`config.mk`:
```
export PLATFORM = sky130hd
export DESIGN_NAME = multicycle_controller
export DESIGN_NICKNAME = d
export VERILOG_FILES = /design/src/rtl/multicycle_controller.sv
export SDC_FILE = /design/constraint.sdc
export NUM_CORES = 1
export LEC_CHECK = 0
export ABC_AREA = 1
export CAP_MARGIN = 20
export CORE_UTILIZATION = 35
export DETAILED_ROUTE_END_ITERATION = 10
export GPL_ROUTABILITY_DRIVEN = 1
export PLACE_DENSITY_LB_ADDON = 0.05
export SYNTH_ARGS = -nofsm -noshare
export SYNTH_HDL_FRONTEND = slang
export SYNTH_SLANG_ARGS = --single-unit
```
`constraint.sdc`:
```
create_clock -name clk -period 1.55 [get_ports clk]
set_input_delay 0.465 -clock clk [delete_from_list [all_inputs] [get_ports clk]]
set_output_delay 0.465 -clock clk [all_outputs]
set_load 0.1 [all_outputs]
```
`src/rtl/multicycle_controller.sv`:
```
// multicycle_controller: Moore FSM sequencing a multicycle RV32I-subset datapath (lw, sw, R, I-ALU, beq/bne, jal).
// Ports: clk/reset (async, active-high); opcode/funct3/zero/mem_ready in; PC/IR/regfile/memory enables,
// address/ALU/result selects, imm_src (combinational from opcode), sticky halt and debug state out.
module multicycle_controller #(
  parameter bit MEM_WAIT_EN = 1'b1
) (
  input  logic       clk,
  input  logic       reset,
  input  logic [6:0] opcode,
  input  logic [2:0] funct3,
  input  logic       zero,
  input  logic       mem_ready,
  output logic       pc_write,
  output logic       ir_write,
  output logic       adr_src,
  output logic       mem_req,
  output logic       mem_write,
  output logic       reg_write,
  output logic [1:0] alu_src_a,
  output logic [1:0] alu_src_b,
  output logic [1:0] alu_op,
  output logic [1:0] result_src,
  output logic [1:0] imm_src,
  output logic       halt,
  output logic [3:0] state
);
  typedef enum logic [3:0] {
    FETCH = 4'd0, DECODE = 4'd1, MEMADR = 4'd2, MEMREAD = 4'd3, MEMWB = 4'd4, MEMWRITE = 4'd5,
    EXECR = 4'd6, ALUWB = 4'd7, EXECI = 4'd8, JAL = 4'd9, BRANCH = 4'd10, TRAP = 4'd11
  } state_t;
  localparam logic [6:0] OP_LW = 7'b0000011, OP_SW = 7'b0100011, OP_R = 7'b0110011,
                         OP_I = 7'b0010011, OP_B = 7'b1100011, OP_JAL = 7'b1101111;
  state_t cur, nxt;
  logic rdy;
  assign rdy = mem_ready | ~MEM_WAIT_EN;
  assign state = cur;
  assign halt = cur == TRAP;
  assign imm_src = opcode == OP_SW ? 2'b01 : opcode == OP_B ? 2'b10 : opcode == OP_JAL ? 2'b11 : 2'b00;
  always_ff @(posedge clk or posedge reset)
    if (reset) cur <= FETCH;
    else cur <= nxt;
  always_comb begin
    nxt = cur;
    pc_write = 1'b0;
    ir_write = 1'b0;
    adr_src = 1'b0;
    mem_req = 1'b0;
    mem_write = 1'b0;
    reg_write = 1'b0;
    alu_src_a = 2'b00;
    alu_src_b = 2'b00;
    alu_op = 2'b00;
    result_src = 2'b00;
    case (cur)
      FETCH: begin
        mem_req = 1'b1;
        alu_src_b = 2'b10;
        result_src = 2'b10;
        ir_write = rdy;
        pc_write = rdy;
        nxt = rdy ? DECODE : FETCH;
      end
      DECODE: begin
        alu_src_a = 2'b01;
        alu_src_b = 2'b01;
        nxt = (opcode == OP_LW || opcode == OP_SW) ? MEMADR :
              opcode == OP_R ? EXECR : opcode == OP_I ? EXECI :
              opcode == OP_B ? BRANCH : opcode == OP_JAL ? JAL : TRAP;
      end
      MEMADR: begin
        alu_src_a = 2'b10;
        alu_src_b = 2'b01;
        nxt = opcode == OP_SW ? MEMWRITE : MEMREAD;
      end
      MEMREAD: begin
        mem_req = 1'b1;
        adr_src = 1'b1;
        nxt = rdy ? MEMWB : MEMREAD;
      end
      MEMWB: begin
        result_src = 2'b01;
        reg_write = 1'b1;
        nxt = FETCH;
      end
      MEMWRITE: begin
        mem_req = 1'b1;
        mem_write = 1'b1;
        adr_src = 1'b1;
        nxt = rdy ? FETCH : MEMWRITE;
      end
      EXECR: begin
        alu_src_a = 2'b10;
        alu_op = 2'b10;
        nxt = ALUWB;
      end
      EXECI: begin
        alu_src_a = 2'b10;
        alu_src_b = 2'b01;
        alu_op = 2'b10;
        nxt = ALUWB;
      end
      ALUWB: begin
        reg_write = 1'b1;
        nxt = FETCH;
      end
      JAL: begin
        alu_src_a = 2'b01;
        alu_src_b = 2'b10;
        pc_write = 1'b1;
        nxt = ALUWB;
      end
      BRANCH: begin
        alu_src_a = 2'b10;
        alu_op = 2'b01;
        pc_write = (funct3 == 3'b000 & zero) | (funct3 == 3'b001 & ~zero);
        nxt = FETCH;
      end
      TRAP: nxt = TRAP;
      default: nxt = FETCH;
    endcase
    // Async reset forces FETCH immediately; enables must also drop within that same cycle.
    if (reset) begin
      pc_write = 1'b0;
      ir_write = 1'b0;
      mem_req = 1'b0;
      mem_write = 1'b0;
      reg_write = 1'b0;
    end
  end
endmodule

```
==> run_results.csv, run 1 <==
group,metric,value,unit
yosys,netlist_area,535.5,um^2
yosys,yosysWarnings,0,
run_status,status,"did not finish",
yosys,yosysTopAreaCellShare,23.13,%
yosys,yosys.area.top_type,"nand2_1",
yosys,avgSynthCellArea,5.302,um^2
yosys,ys_types,17,
floorplanning,ioPinCount,35,
floorplanning,die_y,41.12,um
run_status,firstError,"[ERROR DPL-0038] Utilization greater than 100%, impossible to legalize",
run_status,failing_step,"detailed placement",
yosys,synth_fp_nets,115,
yosys,netlist_instances,101,
yosys,synth.ff_latch_count,4,
yosys,seq_area_frac_synth,18.69,%
floorplanning,rows,13,
floorplanning,start_util,39.19,%
yosys,netlist_top_cells_area,"nand2_1 23%, dfrtp_1 19%, inv_1 13%, nor2_1 13%, nand3_1 7.5%",
place,globalplace.congestion,0.8839,
place,io_buffers,34,
floorplanning,die_w,41.12,um
cell families after synthesis:
group	share of synthesized area (%)
simple gates	56.31
compound gates	10.05
flops	18.69
buf+inv	13.32
xor+xnor	1.636
cell usage after synthesis:
cell type,count
nand2_1,33
inv_1,18
nor2_1,18
nand3_1,8
dfrtp_1,4
nor2_2,4
a21oi_1,3
nand2_2,2
nor2_4,2
o21ai_0,2
a211oi_1,1
a21oi_2,1
inv_2,1
nand3_2,1
o211ai_1,1
o21ai_1,1
xor2_1,1
through the flow:
step	instances	setup TNS (ns)	cell area (um^2)
after floorplan	101	-8.150	743.2
after global placement	181	-4.851	1570
==> run 2: changes to the inputs <==
--- a/config.mk
+++ b/config.mk
@@ -7,10 +7,11 @@
 export LEC_CHECK = 0
 export ABC_AREA = 1
 export CAP_MARGIN = 20
-export CORE_UTILIZATION = 35
+export CORE_AREA = 2 2 63 65
 export DETAILED_ROUTE_END_ITERATION = 10
+export DIE_AREA = 0 0 65 67
 export GPL_ROUTABILITY_DRIVEN = 1
-export PLACE_DENSITY_LB_ADDON = 0.05
+export PLACE_DENSITY_LB_ADDON = 0.15
 export SYNTH_ARGS = -nofsm -noshare
 export SYNTH_HDL_FRONTEND = slang
 export SYNTH_SLANG_ARGS = --single-unit
==> run 2 against run 1 <==
Against the previous run:
- the flow now finishes, with violations (negative setup slack)
- synthesized area unchanged
- synthesized cell count stayed put
==> run_results.csv, run 2 <==
group,metric,value,unit
yosys,yosysTopAreaCellShare,23.13,%
setup_path,slowest_delay,0.51,ns
global_routing,grt_pass1_wl,3.836,mm
place,io_buffers,34,
finish,fill_cells,315,
setup_path,end_kind,"primary output",
global_routing,grt_pass1_vias,946,
yosys,yosys.area.top_type,"nand2_1",
yosys,seq_area_frac_synth,18.69,%
clock_tree,hold_buffers,0,
flow_run,drv_cap,0,
clock_tree,cts_inserted_buffers,3,
route,post-route-drc-count,0,
run_status,failed_checks,"negative setup slack",
sta,slew_violations,0,
yosys,async_reset_ff_share,100.0,%
yosys,ys_types,17,
floorplanning,ioPinCount,35,
yosys,synth-main-ff-cell,"dfrtp_1",
sta,fin_skew,0.003853,ns
floorplanning,dieArea,0.004355,mm^2
yosys,synth_fp_nets,115,
sta,rsz0062_at_grt,"yes",
place,globalplace.congestion,0.7325,
clock_tree,clockBufferDepth,2,
route,postRouteAntennaNets,0,
route,vias,920,
setup_path,critPathRequiredTime,1.08,ns
run_status,status,"finished, violations left",
yosys,netlist_top_cells_area,"nand2_1 23%, dfrtp_1 19%, inv_1 13%, nor2_1 13%, nand3_1 7.5%",
route,wl_per_cell,9.987,um
yosys,netlist_instances,101,
route,drtPass1Iterations,3,
route,top_layer_used,"met4",
sta,worst_pin_slew,0.2749,ns
finish,drive_above_1_share,78.61,%
floorplanning,die_y,67,um
route,via_per_inst,3.915,
setup_path,crit_slowest_cell,"dfrtp_4",
setup_path,path_delay_family,"flip-flops",
hold_path,hold_path.class,"input port to async pin",
sta,max_freq,513.5,MHz
clock_tree,ctsRootBufferMaster,"clkbuf_8",
setup_path,r2r_setup_slack,0.09,ns
sta,setup_tns,-5.076,ns
setup_path,path_class,"flop to primary output",
yosys,synth_commonest_cells,"33 x nand2_1, 18 x inv_1, 18 x nor2_1, 8 x nand3_1",
sta,min_period,1.948,ns
clock_tree,clock_latency,0.22,ns
sta,finalSetupViolCount,17,
finish,final_cell_mix,"33 x buf_4, 21 x buf_12, 19 x nor2_4, 19 x buf_6, 13 x nand2_1",
global_routing,grt_max_degree,6,
route,wl_met3,111,um
route,first_iter_violations,15,
finish,syn2layout_area_growth,269.9,%
floorplanning,start_util,14.85,%
finish,final_common_cell,"buf_4",
floorplanning,rows,22,
sta,hold_violations,0,
sta,fin_ws,-0.3976,ns
floorplanning,die_w,65,um
clock_tree,clock_sinks,4,
route,routed_wl,2.347,mm
finish,largest_reg_flops,4,
yosys,netlist_area,535.5,um^2
setup_path,crit_buf_inv,3,
route,dr_wl_met2,1.424,mm
yosys,synth.ff_latch_count,4,
yosys,avgSynthCellArea,5.302,um^2
place,dpl.hpwl,1.889,mm
sta,slew_headroom,81.60,%
yosys,synth-edff-count,0,
global_routing,grt.total_usage,11.26,%
finish,antenna_cells,0,
yosys,synth_most_common_cell,"nand2_1",
finish,nets,203,
global_routing,antenna_found_initial,0,
setup_path,worstPathMaxFanout,4,
setup_path,startpoint_type,"flop",
setup_path,crit_chain,"nor2_4, buf_4, nand2_4, nand2_8, o21ai_4, clkinvlp_4, buf_12",
setup_path,worst_ep_arrival_time,1.48,ns
route,wl_met1,791,um
yosys,yosysWarnings,0,
clock_tree,cts_tree,"done",
sta,fin_crit_sh,125.7,%
clock_tree,clk_pin_slew,0.03,ns
global_routing,overflow,0,
floorplanning,core_area,0.003606,mm^2
clock_tree,htree_levels,1,
-- run 2: cell counts after synthesis --
No cell type changed its count.
-- run 2: path summary, 6_finish.rpt --
kind | from | end | cells after the start
min in group clk | opcode[4] | state[3] | 6
worst min-delay path | reset | state[2] | 3
max in group asynchronous | reset | state[1] | 3
worst max register to register | state[2] | state[1] | 9
worst max-delay path | state[3] | mem_req | 7
worst min register to register | state[2] | state[3] | 4
-- run 2: worst reg2reg max path: stages, from the launching register on --
cell and delay, ns:
dfrtp_4 0.51, inv_4 0.10, nor2_4 0.04, buf_6 0.13, nand2_4 0.06, buf_6 0.11, buf_4 0.10, nand3_2 0.08
nor2_2 0.11, nand3_1 0.09
-- run 2: cell families after synthesis --
kind of cell | share of synthesized area [%]
compound gates | 10.05
xor+xnor | 1.636
buf+inv | 13.32
flops | 18.69
simple gates | 56.31
-- run 2: stage by stage --
stage | hold slack [ns] | util [%] | instances | cell area (um^2) | worst slack [ns]
final | 0.5086 | 54.93 | 235 | 1981 | -0.3976
after global routing | 0.5491 | 54.93 | 235 | 1981 | -0.4687
after CTS | 0.5073 | 52.05 | 231 | 1877 | -0.4283
after detailed placement | 0.8169 | 45.25 | 220 | 1632 | -0.5486
after global placement | 0.8078 | 45.25 | 220 | 1632 | -0.5187
after floorplan | 0.2381 | - | 101 | 743.2 | -1.201
-- run 2: timing repair --
item,4_1_cts,5_1_grt
pin swaps,30,24
gates resized for setup,84,23
endpoints found under the setup margin,18,20
buffers inserted,8,5
-- run 2: layout make-up --
| class | instances | area, um^2 | area share (%) |
|---|---|---|---|
| Inverter | 19 | 95.09 | 4.801 |
| Tap cell | 48 | 60.06 | 3.032 |
| Multi-Input combinational cell | 78 | 701.9 | 35.44 |
| Clock buffer | 3 | 41.29 | 2.085 |
| Timing Repair Buffer | 83 | 967.2 | 48.83 |
| Sequential cell | 4 | 115.1 | 5.812 |
-- run 2: metal layers --
metal	global-route usage [%]	vias up
met3	0.8446	2
met1	11.52	415
met5	0	-
li1	-	478
met4	3.989	0
met2	23.45	25
Power of run 2 is not shown: default switching activity piles up to over one toggle a cycle in this logic, so the estimate is an artifact.
